[src/rtl/addend_stream_packer.sv]
// Packs a valid/ready addend stream into the adder chain's wide vector and returns the chain's sum over valid/ready.
// Optional early-end support is enabled with `define ADDEND_STREAM_PACKER_LAST_EN (addend_last_in ignored otherwise).
module addend_stream_packer #(
    parameter int ADDEND_WIDTH      = 16,
    parameter int NUMBER_OF_ADDENDS = 64,
    parameter int FINAL_SUM_WIDTH   = ADDEND_WIDTH,
    parameter int ADDER_LATENCY     = 6
) (
    input  logic                                            clk_in,
    input  logic                                            rst_in,
    input  logic [ADDEND_WIDTH-1:0]                         addend_in,
    input  logic                                            addend_valid_in,
    input  logic                                            addend_last_in,
    output logic                                            addend_ready_out,
    output logic [NUMBER_OF_ADDENDS-1:0][ADDEND_WIDTH-1:0]  addends_out,
    input  logic [FINAL_SUM_WIDTH-1:0]                      sum_in,
    output logic [FINAL_SUM_WIDTH-1:0]                      sum_out,
    output logic                                            sum_valid_out,
    input  logic                                            sum_ready_in,
    output logic                                            busy_out
);

    // Handshakes: a transfer happens on a rising edge where valid && ready;
    // ready never depends on valid, and valid/data hold until the transfer.

    localparam int CNT_W  = $clog2(NUMBER_OF_ADDENDS);
    localparam int WAIT_W = (ADDER_LATENCY > 0) ? $clog2(ADDER_LATENCY + 1) : 1;

    typedef enum logic [1:0] {
        FILL   = 2'd0,
        WAIT   = 2'd1,
        RESULT = 2'd2
    } state_t;

    state_t            state;
    logic [CNT_W-1:0]  count;
    logic [WAIT_W-1:0] wait_cnt;
    logic              beat_accept;
    logic              end_of_txn;

    assign addend_ready_out = (state == FILL);
    assign busy_out         = (state != FILL);
    assign beat_accept      = addend_valid_in && addend_ready_out;

`ifdef ADDEND_STREAM_PACKER_LAST_EN
    assign end_of_txn = beat_accept &&
                        ((count == CNT_W'(NUMBER_OF_ADDENDS - 1)) || addend_last_in);
`else
    logic unused_last;
    assign unused_last = addend_last_in;
    assign end_of_txn  = beat_accept && (count == CNT_W'(NUMBER_OF_ADDENDS - 1));
`endif

    always_ff @(posedge clk_in) begin
        if (rst_in) begin
            state         <= FILL;
            count         <= '0;
            wait_cnt      <= '0;
            addends_out   <= '0;
            sum_out       <= '0;
            sum_valid_out <= 1'b0;
        end else begin
            case (state)
                FILL: begin
                    if (beat_accept) begin
`ifdef ADDEND_STREAM_PACKER_LAST_EN
                        // An early end clears every slot above the last beat.
                        if (addend_last_in) begin
                            for (int i = 0; i < NUMBER_OF_ADDENDS; i++) begin
                                if (i > int'(count)) addends_out[i] <= '0;
                            end
                        end
`endif
                        addends_out[count] <= addend_in;
                        if (end_of_txn) begin
                            count    <= '0;
                            wait_cnt <= WAIT_W'(ADDER_LATENCY);
                            state    <= WAIT;
                        end else begin
                            count <= count + 1'b1;
                        end
                    end
                end
                WAIT: begin
                    // Vector stays put until the chain has had ADDER_LATENCY edges.
                    if (wait_cnt == '0) begin
                        sum_out       <= sum_in;
                        sum_valid_out <= 1'b1;
                        state         <= RESULT;
                    end else begin
                        wait_cnt <= wait_cnt - 1'b1;
                    end
                end
                RESULT: begin
                    if (sum_ready_in) begin
                        sum_valid_out <= 1'b0;
                        state         <= FILL;
                    end
                end
                default: state <= FILL;
            endcase
        end
    end

endmodule

[config.mk]
export PLATFORM = sky130hd
export DESIGN_NAME = addend_stream_packer
export DESIGN_NICKNAME = d
export VERILOG_FILES = /design/src/rtl/addend_stream_packer.sv
export SDC_FILE = /design/constraint.sdc
export NUM_CORES = 2
export LEC_CHECK = 0
export BUFFER_PORTS_ARGS = -buffer_cell sky130_fd_sc_hd__buf_2
export CORE_AREA = 8 8 415 417
export CTS_CLUSTER_DIAMETER = 50
export DETAILED_ROUTE_END_ITERATION = 10
export DIE_AREA = 0 0 423 425
export HOLD_SLACK_MARGIN = 0.08
export SETUP_SLACK_MARGIN = 0.3
export SYNTH_ARGS = -nofsm -noshare
export SYNTH_HDL_FRONTEND = slang
export SYNTH_SLANG_ARGS = --single-unit
[constraint.sdc]
create_clock -name clk_in -period 1.65 [get_ports clk_in]
set_clock_uncertainty 0.1 [all_clocks]
set_input_delay 0.33 -clock clk_in [delete_from_list [all_inputs] [get_ports clk_in]]
set_output_delay 0.33 -clock clk_in [all_outputs]
set_load 0.02 [all_outputs]
==> impl.org <==
** Outcome
- Result of the run :: finished, violations left
- The final reports fail on negative setup slack.

** Yosys
- Post-synthesis simple-gate area fraction :: 13.9%
- Synthesis produced a netlist with a net count of 3670.
- The netlist uses 44 different library cells.
- Summing every instance area after synthesis gives 0.0387 mm2.
- Mux cell area share after synthesis :: 26.1%
- By area, the combinational part of the netlist is dominated by multiplexers.
- Of the total synthesized cell area, the portion taken by XOR and XNOR cells is 0.0226%.
- YS warnings :: 0
- In this run, synthesis inferred 0 flip-flops with an integrated enable.
- Post-Syn Area per Cell :: around 11 um2
- Share of synthesized registers carrying an async set or reset :: 0%
- Share of the synthesized area in compound gates (AO/OA/AOI/OAI) :: 0.806%
- Sequential elements use 54.5% of the synthesized area.
- Top_reg_cell synth :: dfxtp_1
- The cell count after synthesis came out at 3630.
- Register bit count reported by yosys :: 1052
- Of the total synthesized cell area, the portion taken by full adders, half adders and majority gates is 0.0971%.

** Route
- Number of vias per cell after detailed routing :: 4.43
- After detailed routing, the total wire length is 167000 um.
- In this run the remaining antenna-violating nets after routing total 0.
- Across all layers, the routed design uses approximately 32000 vias.
- Number of design rule violations left after detail routing :: 0
- Dividing the detail-routed wire length by the instance count gives 23.0 um.
- First-pass iteration count of the detailed router :: 8
- Number of violations reported at the end of detailed-routing iteration 0 :: 1854

** Timing
- Unrepaired setup endpoints after global routing :: yes
- Hold is met by 0.193 ns.
- Clock period minus worst slack :: 2.11 ns
- Setup Viol. Count Final :: between 1000 and 1500
- Part of the cycle the worst path needs :: 128%
- At the pin with the least slew margin, the transition time is 0.498 ns.
- Final worst setup slack :: -0.461 ns
- Worst rel slew slack :: roughly 67%
- Maximum clock frequency :: 474 MHz
- Number of hold-slack violations in the final timing report :: 0
- Number of slew-limit violations in the final report :: 0

** Power
- Summed over all nets, the switching power comes to 13.6 mW.
- Peak VDD IR :: 1.06 mV
- The analysis attributes to cell leakage a power of approximately 32 nW.
- Of the total power, the clock network draws 48.7%.
- Fraction of power spent switching nets :: between 20% and 30%
- Power spread over the standard cell area amounts to 879 mW/mm2.
- Gate power share :: 5.5%
- Pwr Total :: 55.8 mW
- Internal power comes to 42.2 mW.
- Sequential group share of total power :: 45.8%

** Hold path
- Worst hold-check path type :: input pin to flop

** Die
- Standard cell core area :: ~0.17 mm2
- For this configuration, the core starts out at a cell density of a little under a quarter.
- The floorplan step defined a die boundary enclosing 0.180 mm2.
- Rows :: 150
- Io pins :: 1080
- The die is between 400 and 500 um wide.
- From bottom edge to top edge, the die measures 425 um.

** Global route
- Via count of the first global-routing pass :: 33100
- Global routing usage summed across all routing layers :: 17.3%
- In this run the most used layer during global routing was met2.
- Initial antenna violation count :: 2
- The first global-routing pass estimated 233000 um of wire.
- Largest net degree at the start of global routing :: 45
- Sum of overflow across all layers after global routing :: 0
- Global routing consumed, on the met3 layer, 4.26% of the routing resources.
- Global-route track usage on met2 :: 30.8%
- M1 GR Usage :: 19.2%

** Clock network
- The clock net in this run drives a total of between 1000 and 1500 sinks.
- CTS placed an instance of clkbuf_16 at the clock tree root.
- Clock tree synthesis inserted a total of 118 buffers.
- Number of levels in the clock H-tree :: 3
- TritonCTS built the clock tree.
- Source-to-sink clock delay at the later pin of the worst-skew pair :: 0.76 ns
- Counting along the longest clock path gives a buffer depth of 3.
- Clock edge transition at the registers on the reported setup and hold paths :: 0.06 ns

** Placed design
- Placed standard-cell area :: 0.0496 mm2
- Once detailed placement completed, the half-perimeter wirelength came to around 110000 um.
- Final Wtd Congestion :: 0.799
- During placement, the flow inserted port buffers numbering 1078.
- At the placement stage, the worst setup path has a slack of -0.131 ns.

** Setup path
- The critical path is of the flop to primary output type.
- At the worst endpoint, the required time is 1.22 ns.
- Critical path arrival :: between 1.5 and 2 ns
- In this run the worst path has a maximum fanout of 3.
- STA classifies the critical path startpoint as a flop.
- Sort of element at the end of the critical path :: primary output

** Layout
- The area growth from synthesis to layout is 64.2%.
- Number of filler instances in the final layout :: 15600
- NumNets Final :: 5005
- Share of final-layout standard cells stronger than drive strength 1 :: 57.1%
- With fillers left out, the area of the finished cells amounts to 0.0635 mm2.
- Post-layout util :: a little under two fifths

** Run
- Across the run, the number of max-cap violations was 0.
## cells by family after synthesis
family,after synthesis
flip-flops,1052
AO/OA/AOI/OAI,44
adder cells (fa/ha/maj),3
buffers and inverters,339
XOR/XNOR,1
multiplexers,1010
AND/OR/NAND/NOR,1181
## worst max-delay path, stage by stage (launching register included)
cell and delay [ns]:
dfxtp_4 0.34, buf_6 0.11, buf_8 0.12, nor2_4 0.08, buf_6 0.13, inv_2 0.04
buf_6 0.12
## registers in the layout (all words and copies together), names as in the netlist
register,cells
sum_valid_out,1
wait_cnt,3
addends_out,1024
state,2
sum_out,16
count,6
## power groups by stage
| stage | Sequential [mW] | Clock, mW | Combinational (mW) |
|---|---|---|---|
| after floorplan | 26.2 | 0 | 1.21 |
| after global placement | 26.1 | 0 | 2.82 |
| after detailed placement | 26.1 | 0 | 2.83 |
| after CTS | 25.6 | 27.6 | 3.12 |
| after global routing | 25.5 | 28.7 | 3.23 |
| final | 25.6 | 27.1 | 3.10 |
## cell type report
type,instances,area [um2],share of cell area (%)
clock buffer,158,3320,5.24
antenna,1,2.50,0.00394
inverter,7,33.8,0.0532
multi-input combinational,2240,16400,25.8
timing repair buffer,1546,17800,28.1
sequential,1052,22400,35.3
tap,2204,2760,4.34
clock inverter,57,724,1.14
## routing by layer
layer / part of all wire, % / wire [um] / up-vias
met1: 38 / 63400 / 15900
met3: 6.3 / 10600 / 361
li1: - / - / 14700
met2: 50 / 84000 / 1181
met4: 5.3 / 8890 / 2
met5: 0.0078 / 13 / -
## cells in the final DEF, fill, tap and decap left out, types with 7 or more instances in the layout
| cell | Yosys | final |
|---|---|---|
| clkbuf_1 | 214 | 19 |
| nand2b_4 | 0 | 16 |
| mux2i_2 | 0 | 11 |
| clkbuf_16 | 0 | 121 |
| dlygate4sd3_1 | 0 | 37 |
| dfxtp_2 | 0 | 1039 |
| a31o_4 | 0 | 7 |
| mux2i_1 | 1009 | 998 |
| inv_6 | 0 | 9 |
| clkinv_2 | 0 | 18 |
| buf_4 | 48 | 242 |
| dfxtp_4 | 0 | 10 |
| buf_2 | 16 | 35 |
| bufinv_16 | 0 | 8 |
| nor4_1 | 16 | 13 |
| buf_6 | 36 | 1047 |
| nand3_4 | 44 | 64 |
| a21oi_1 | 19 | 19 |
| nor2_1 | 11 | 10 |
| nand2_1 | 1042 | 1042 |
| buf_8 | 2 | 8 |
| clkbuf_8 | 0 | 20 |
| a31o_2 | 17 | 10 |
| buf_12 | 0 | 172 |
## worst paths after layout
check / start / depth (start not counted) / to / slack [ns]
worst max-delay path: state[0] / 6 / busy_out / -0.46
worst min-delay path: rst_in / 6 / addends_out[89] / 0.19
worst max register to register: state[0] / 8 / addends_out[620] / -0.15
worst min register to register: sum_out[12] / 2 / sum_out[12] / 0.36
## synthesized netlist by cell type, types with 2 or more instances
| library cell | number | area (um2) |
|---|---|---|
| dfxtp_1 | 1052 | 21100 |
| nand2_1 | 1042 | 3910 |
| mux2i_1 | 1009 | 10100 |
| clkbuf_1 | 214 | 803 |
| buf_4 | 48 | 360 |
| nand3_4 | 44 | 771 |
| buf_6 | 36 | 405 |
| a21oi_1 | 19 | 95.1 |
| nand2b_1 | 19 | 119 |
| nand3_2 | 18 | 180 |
| a31o_2 | 17 | 149 |
| buf_1 | 16 | 60.1 |
| buf_2 | 16 | 80.1 |
| nor4_1 | 16 | 100 |
| nor2_1 | 11 | 41.3 |
| inv_1 | 6 | 22.5 |
| nor3b_1 | 6 | 45.0 |
| and3b_1 | 4 | 35.0 |
| and3_1 | 3 | 18.8 |
| ha_1 | 3 | 37.5 |
| nand3_1 | 3 | 15.0 |
| nor3_1 | 3 | 15.0 |
| a221oi_1 | 2 | 17.5 |
| buf_8 | 2 | 30.0 |
| nor2b_1 | 2 | 12.5 |
## stage by stage
step	setup TNS, ns	instances
floorplan	-5.26	3630
global placement	-33.66	6847
detailed placement	-41.73	6847
CTS	-148.17	7216
global route	-154.09	7264
finish	-39.19	7265
## repair_timing
| action | CTS | global route |
|---|---|---|
| buffers inserted | 115 | 45 |
| hold endpoints to repair | 718 | 0 |
| pin swaps | 13 | 14 |
| hold buffers | 37 | 0 |
| gates cloned | 2 | 3 |
| setup endpoints to repair | 2094 | 2095 |
| resized for setup | 3152 | 36 |
(Power assumes the default switching activity.)
